==> config.mk <==
export PLATFORM = sky130hd
export DESIGN_NAME = uart_tx_sequencer
export DESIGN_NICKNAME = d
export VERILOG_FILES = /design/src/rtl/uart_tx_sequencer.sv
export SDC_FILE = /design/constraint.sdc
export NUM_CORES = 1
export LEC_CHECK = 0
export ABC_CLOCK_PERIOD_IN_PS = 3900
export BUFFER_PORTS_ARGS = -buffer_cell sky130_fd_sc_hd__buf_2
export CORE_ASPECT_RATIO = 1.2
export CORE_MARGIN = 5
export CORE_UTILIZATION = 58
export DETAILED_ROUTE_END_ITERATION = 10
export HOLD_SLACK_MARGIN = 0.1
export PLACE_DENSITY = 0.89
export SLEW_MARGIN = 0
export SYNTH_ARGS = -nofsm -noshare
export SYNTH_HDL_FRONTEND = slang
export SYNTH_SLANG_ARGS = --single-unit
==> constraint.sdc <==
create_clock -name clk -period 3.9 [get_ports clk]
set_input_delay 0.195 -clock clk [delete_from_list [all_inputs] [get_ports clk]]
set_output_delay 0.195 -clock clk [all_outputs]
set_load 0.005 [all_outputs]
==> src/rtl/uart_tx_sequencer.sv <==
// UART transmit sequencer: pops one send-FIFO entry per frame and serialises it as
// start bit, LSB-first data bits, optional parity bit and one stop bit.
module uart_tx_sequencer #(
   parameter int DATA_WIDTH    = 32,
   parameter int MAX_DATA_BITS = 8
) (
   input  logic                  clk,
   input  logic                  rst,
   input  logic [DATA_WIDTH-1:0] baud_rate_i,
   input  logic [3:0]            data_bits_i,
   input  logic                  parity_en_i,
   input  logic                  odd_parity_i,
   input  logic                  send_data_i,
   output logic                  send_data_clr_o,
   input  logic                  fifo_empty_i,
   input  logic [DATA_WIDTH-1:0] fifo_data_i,
   output logic                  fifo_pop_o,
   output logic                  tx_o,
   output logic                  busy_o,
   output logic                  data_bits_error_o,
   output logic                  frame_done_o
);

   typedef enum logic [2:0] {IDLE, START, DATA, PARITY, STOP} state_e;

   state_e                   state_q;
   logic                     tx_q, busy_q, err_q, done_q;
   logic [DATA_WIDTH-1:0]    cnt_q, baud_m1_q, baud_m1_d;
   logic [MAX_DATA_BITS-1:0] shift_q;
   logic [3:0]               bits_q;
   logic                     par_en_q, par_q, par_d;
   logic                     bits_legal;

   assign bits_legal = (data_bits_i != 4'd0) && (data_bits_i <= 4'(MAX_DATA_BITS));

   // Pop and clear are handshakes with the FIFO/CSR that act on the edge closing this
   // cycle, so they are decoded combinationally; a registered version would repeat.
   assign fifo_pop_o      = (state_q == IDLE) && send_data_i && bits_legal && !fifo_empty_i;
   assign send_data_clr_o = (state_q == IDLE) && send_data_i && (!bits_legal || fifo_empty_i);

   always_comb begin
      // NOTE: defaults first so no path through this block leaves a variable unassigned (no latch).
      par_d     = odd_parity_i;
      baud_m1_d = (baud_rate_i == '0) ? '0 : baud_rate_i - DATA_WIDTH'(1);
      for (int i = 0; i < MAX_DATA_BITS; i++) begin
         if (i < int'(data_bits_i)) par_d = par_d ^ fifo_data_i[i];
      end
   end

   // NOTE: state registers use non-blocking assignments so every flop samples pre-edge values.
   always_ff @(posedge clk or posedge rst) begin
      if (rst) begin
         state_q   <= IDLE;
         tx_q      <= 1'b1;
         busy_q    <= 1'b0;
         err_q     <= 1'b0;
         done_q    <= 1'b0;
         cnt_q     <= '0;
         baud_m1_q <= '0;
         shift_q   <= '0;
         bits_q    <= '0;
         par_en_q  <= 1'b0;
         par_q     <= 1'b0;
      end else begin
         done_q <= 1'b0;
         unique case (state_q)
            IDLE: begin
               if (fifo_pop_o) begin
                  state_q   <= START;
                  tx_q      <= 1'b0;
                  busy_q    <= 1'b1;
                  err_q     <= 1'b0;
                  cnt_q     <= baud_m1_d;
                  baud_m1_q <= baud_m1_d;
                  shift_q   <= fifo_data_i[MAX_DATA_BITS-1:0];
                  bits_q    <= data_bits_i;
                  par_en_q  <= parity_en_i;
                  par_q     <= par_d;
               end else if (send_data_i && !bits_legal) begin
                  err_q <= 1'b1;
               end
            end
            START: begin
               if (cnt_q == '0) begin
                  state_q <= DATA;
                  tx_q    <= shift_q[0];
                  cnt_q   <= baud_m1_q;
               end else begin
                  cnt_q <= cnt_q - DATA_WIDTH'(1);
               end
            end
            DATA: begin
               if (cnt_q == '0) begin
                  cnt_q <= baud_m1_q;
                  if (bits_q == 4'd1) begin
                     state_q <= par_en_q ? PARITY : STOP;
                     tx_q    <= par_en_q ? par_q : 1'b1;
                  end else begin
                     shift_q <= shift_q >> 1;
                     tx_q    <= shift_q[1];
                     bits_q  <= bits_q - 4'd1;
                  end
               end else begin
                  cnt_q <= cnt_q - DATA_WIDTH'(1);
               end
            end
            PARITY: begin
               if (cnt_q == '0) begin
                  state_q <= STOP;
                  tx_q    <= 1'b1;
                  cnt_q   <= baud_m1_q;
               end else begin
                  cnt_q <= cnt_q - DATA_WIDTH'(1);
               end
            end
            STOP: begin
               if (cnt_q == '0) begin
                  state_q <= IDLE;
                  busy_q  <= 1'b0;
                  done_q  <= 1'b1;
               end else begin
                  cnt_q <= cnt_q - DATA_WIDTH'(1);
               end
            end
            default: begin
               state_q <= IDLE;
               tx_q    <= 1'b1;
               busy_q  <= 1'b0;
            end
         endcase
      end
   end

   assign tx_o              = tx_q;
   assign busy_o            = busy_q;
   assign data_bits_error_o = err_q;
   assign frame_done_o      = done_q;

endmodule

# Yosys cells after proc, flatten, opt, wreduce, memory -nomap -nowiden
# Cells that the tools add are included.
[totals]
output_inout_bits = 6
register_bits = 85
[op_classes]
n_lt_le_gt_ge = 9
muxes = 43
reduce_logical = 24
eq_ne = 13
add_sub_neg = 3
bitwise_logic = 10
[ops]
columns = ["op", "n"]
rows = [
  ["32-bit two-way mux", 4],
  ["32-bit one-hot mux with 3 select lines", 1],
  ["32-bit zero test", 2],
  ["32-bit by 1-bit subtractor with 32-bit output, second input constant", 2],
  ["8-bit two-way mux", 3],
  ["3-bit two-way mux", 7],
  ["1-bit two-way mux", 20],
  ["3-bit by 4-bit < comparator with 1-bit output, first input constant", 4],
  ["2-bit != test, second input constant", 8],
  ["8-bit one-hot mux with 2 select lines", 1],
  ["3-bit one-hot mux with 5 select lines", 1],
  ["4-bit two-way mux", 3],
  ["1-bit by 4-bit < comparator with 1-bit output, first input constant", 2],
  ["2-bit by 4-bit < comparator with 1-bit output, first input constant", 2],
  ["4-bit one-hot mux with 2 select lines", 1],
  ["1-bit XOR", 8],
  ["3-bit by 2-bit == test with 1-bit output, second input constant", 2],
  ["1-bit logical AND", 6],
  ["3-bit AND reduction", 2],
  ["6-bit AND reduction", 1],
  ["1-bit one-hot mux with 5 select lines", 1],
  ["5-bit AND reduction", 1],
  ["4-bit by 1-bit == test with 1-bit output, second input constant", 1],
  ["4-bit <= comparator, second input constant", 1],
  ["14 further kinds", 18],
]

# Logic depth before layout (Yosys ltp)
[logic_depth]
ltp_word = 16
ltp_mapped = 10
depth_no_buf = 8

# Worst setup path after synthesis
# No wires, ideal clock.
[synth_timing]
path_kind = "register to register"
startpoint = "register cnt_q[26]"
endpoint = "register cnt_q[25]"
period_less_slack_ns = 2.711
t_required_ns = 3.761
arrival_time_ns = 2.572
path_slack_ns = 1.189
path_stages_with_launch = 9
cell_sequence = "dfrtp_1 -> or3_1 -> or4_1 -> buf_6 -> or3_1 -> buf_2 -> nand2_1 -> nor2_1 -> or4_1"
[synth_via]
elab_chain_cells = 3
word_cells_on_any_way = 5
cone_classes = "eq/ne (1); mux (2); reduce/logical (2)"
[synth_lines]
columns = ["item", "line_no", "text"]
rows = [
  ["start, declared", "28", "logic [DATA_WIDTH-1:0] cnt_q, baud_m1_q, baud_m1_d;"],
  ["start signal, assigned", "73", "cnt_q <= baud_m1_d;"],
  ["start signal, assigned", "87", "cnt_q <= baud_m1_q;"],
  ["start signal, assigned", "89", "cnt_q <= cnt_q - DATA_WIDTH'(1);"],
  ["32-bit zero test (*)", "--", ""],
  ["32-bit two-way mux / 2-bit != test (equally long branches)", "--", ""],
  ["32-bit one-hot mux with 3 select lines / 3-bit AND reduction (equally long branches)", "--", ""],
]
# Every way passes the cells marked *; elsewhere a longest branch is shown, timed or not.
# A chain may end at the register's enable or synchronous reset.

# Worst setup path in the final report
[layout_timing]
startpoint = "register cnt_q[26]"
endpoint = "register cnt_q[14]"
# The elaborated chain is that of the path after synthesis.

==> flow_summary_export.csv <==
group,metric,value,unit
outcome,status,"finished clean",
clock_network,cts-resized-gates,0,
grt,grt_pass1_vias,5564,
layout,design_area,6330,um2
logic_synthesis,synth_fp_nets,750,
floorplan,die_y,118,um
timing,drv_slew,0,
grt,track_usage,27.9,%
setup_path,reg2reg_depth,7,
power_and_ir_drop,p_per_area,351,nW/um2
clock_network,cts_buffers,9,
clock_network,cts_hold_buf,1,
power_and_ir_drop,p_int,0.00159,W
setup_path,critPathKind,"reg -> reg",
route,finalWirelength,16100,um
clock_network,cts_htree_levels,3,
timing,rsz0062_at_grt,"false",
setup_path,worstPathArrival,3.48,ns
logic_synthesis,synth_edf_count,0,
setup_path,worst_setup_path_end_kind,"flip-flop",
layout,final_nets,796,
floorplan,die_x,99.7,um
placement,portBuffers,55,
clock_network,cts.sinks,85,
logic_synthesis,synth_area,5600,um2
timing,max_freq,309,MHz
clock_network,clkLatencyLatePin,0.35,ns
job,max-cap-violations,0,
floorplan,start_util,59.2,%
route,first_iter_violations,667,
power_and_ir_drop,p_sw_share,28.4,%
layout,drive_gt1_share,15.9,%
timing,tns,0,ns
route,avgRoutedWirePerCell,19.1,um
power_and_ir_drop,p_sw,0.000632,W
route,drc,0,
grt,grt_pass1_wl,26900,um
power_and_ir_drop,sequentialPowerShare,45.1,%
logic_synthesis,synth_seq_cells,85,
clock_network,clock_path_buffers,2,
setup_path,cp-start-kind,"flip-flop",
setup_path,worstPathRequired,4.14,ns
floorplan,num_io_pins,80,
layout,utilization,66.9,%
layout,syn2layout_area_growth,13.0,%
setup_path,cp_max_fo,37,
timing,slew_headroom,16.3,%
timing,period_share,83.0,%
clock_network,postCtsSetupBuffers,0,
floorplan,die_area,11700,um2
layout,diodes,0,
power_and_ir_drop,p_clk_share,40.4,%
route,num_vias,5721,
grt,antenna_found_initial,0,
placement,dp_hpwl,11400,um
floorplan,rows,39,
clock_network,root_buffer,"clkbuf_16",
route,drtPass1Iterations,6,
power_and_ir_drop,p_comb_share,14.5,%
timing,worstMarginPinSlew,1.25,ns
timing,fin_skew,0.00583,ns
hold_path,worstHoldPathType,"in -> async",
placement,dpl_cell_area,6010,um2
logic_synthesis,syn_avg_cell_area,8.34,um2
logic_synthesis,synth_cell_types,73,
clock_network,clk_pin_slew,0.07,ns
route,postRouteAntennaNets,0,
grt,grt_max_degree,59,
clock_network,cts_tree,"done",
power_and_ir_drop,leakagePower,2.70,nW
placement,gp_congestion,0.963,
timing,hold_violations,0,
grt,globalRoute.totalOverflow,0,
logic_synthesis,ys_async_sr_fraction,100,%
power_and_ir_drop,vdd_drop_max,252,uV
logic_synthesis,ys.flop_type,"dfrtp_1",
logic_synthesis,yosysSeqAreaShare,38.0,%
route,routed_via_density,6.76,
logic_synthesis,synthCells,672,
logic_synthesis,ys_warn_count,0,
floorplan,core_area,9470,um2
timing,min_period,3.24,ns
timing,setup_viol,0,
==> final cells by class <==
| class | count | area [um2] |
|---|---|---|
| clock inverters | 5 | 58.8 |
| repair buffers | 78 | 450 |
| inverters | 11 | 42.5 |
| clock buffers | 11 | 253 |
| flip-flops and latches | 85 | 2130 |
| multi-input cells | 533 | 3250 |
| fillers | 755 | 3130 |
| well taps | 123 | 154 |
==> cell usage after synthesis (all sizes together) (3+ instances only) <==
| cell type | n | area, um2 |
|---|---|---|
| a211oi | 10 | 75.1 |
| a21boi | 3 | 22.5 |
| a21o | 10 | 75.1 |
| a21oi | 30 | 150 |
| a221oi | 3 | 26.3 |
| a22o | 6 | 52.6 |
| a22oi | 3 | 22.5 |
| a31oi | 4 | 25.0 |
| and2 | 5 | 31.3 |
| buf | 14 | 91.3 |
| clkbuf | 29 | 109 |
| dfrtp | 84 | 2100 |
| ha | 4 | 50.1 |
| inv | 10 | 37.5 |
| mux2i | 11 | 110 |
| nand2 | 71 | 267 |
| nand2b | 3 | 18.8 |
| nand3 | 15 | 75.1 |
| nand4 | 11 | 68.8 |
| nand4b | 5 | 43.8 |
| nor2 | 63 | 236 |
| nor2b | 3 | 18.8 |
| nor3 | 37 | 196 |
| nor3b | 9 | 67.6 |
| nor4 | 22 | 159 |
| o211ai | 5 | 37.5 |
| o21ai | 73 | 365 |
| o22ai | 5 | 31.3 |
| o31a | 4 | 35.0 |
| o31ai | 8 | 73.8 |
| or2 | 8 | 50.1 |
| or3 | 22 | 138 |
| or4 | 14 | 113 |
| xnor2 | 14 | 123 |
| xor2 | 16 | 140 |
==> path summary, 6_finish.rpt <==
check / from / to / slack (ns)
max: cnt_q[26] / cnt_q[14] / 0.66
min: rst / cnt_q[14] / 0.06
max reg2reg: cnt_q[26] / cnt_q[14] / 0.66
min reg2reg: baud_m1_q[20] / baud_m1_q[20] / 0.47
max in group asynchronous: rst / cnt_q[24] / 2.90
min in group clk: fifo_empty_i / data_bits_error_o / 0.12
==> per-stage QoR <==
| stage | instances | hold WS (ns) | worst slack, ns | total power (W) |
|---|---|---|---|---|
| after detailed placement | 829 | 0.397 | 0.711 | 0.00132 |
| after CTS | 846 | 0.101 | 0.708 | 0.00221 |
| after global placement | 829 | 0.387 | 0.759 | 0.00131 |
| after global routing | 846 | 0.153 | 0.548 | 0.00230 |
| after floorplan | 672 | 0.300 | 1.19 | 0.00120 |
| final | 846 | 0.0621 | 0.662 | 0.00222 |
==> state kept, by name, indices dropped and copies added, names as in the netlist, 3 cells and up <==
| signal | cells |
|---|---|
| bits_q | 4 |
| baud_m1_q | 32 |
| cnt_q | 32 |
| state_q | 3 |
| shift_q | 8 |
==> worst max-delay path, stage by stage, from the launching register on <==
cell and delay (ns):
dfrtp_1 0.43, or3_1 0.43, or4_1 0.71, nor4_4 0.63, o22a_1 0.24, buf_4 0.34, a21oi_1 0.07, a211o_1 0.27
==> cell families after synthesis <==
| family | count (synthesis) | share of synthesized area (%) |
|---|---|---|
| AOI/OAI and AO/OA | 188 | 21.9 |
| xor gates and xnor gates | 30 | 4.69 |
| adders and majority gates | 5 | 1.07 |
| buffers and inverters | 54 | 4.31 |
| DFF | 85 | 38.0 |
| muxes | 11 | 1.96 |
| and+or+nand+nor | 299 | 28.1 |
==> placed cells by master (no fill, tap or decap), types with 4 or more instances in the layout <==
master     Yosys  final
o31ai_1        7      7
or2_2          8      8
o211ai_1       5      5
nand2_1       71     71
a22o_1         6      6
nand4_1       11     11
nand4b_1       5      5
nor2_1        63     63
buf_2         10     55
a21oi_1       30     30
a21o_1        10     10
clkbuf_16      0      9
o21ai_0       69     69
o31a_1         4      4
xor2_1        16     16
inv_1         10      9
o22ai_1        5      4
nor3_1        36     36
and2_1         5      5
xnor2_1       14     14
ha_1           4      4
nor4_1        20     19
nor3b_1        9      9
a211oi_1      10     10
or3_1         22     22
or4_1         12     12
buf_4          1     22
o21ai_1        4      4
a31oi_1        4      4
mux2i_1       11     11
nand3_1       15     15
dfrtp_1       84     84
==> layer usage <==
layer / wire length, um / global-route usage [%]
met1: 5820 / 34.9
met2: 7910 / 44.3
met3: 1680 / 6.22
met4: 715 / 14.9
met5: 0 / 0
==> power by group through the flow <==
stage	clock [W]	combinational, W	sequential [W]
floorplan	0	0.000220	0.000982
global placement	0	0.000298	0.00101
detailed placement	0	0.000307	0.00102
CTS	0.000893	0.000315	0.00100
global route	0.000933	0.000355	0.00101
finish	0.000897	0.000323	0.00100
Note: power is estimated with default switching activity, not from simulation.
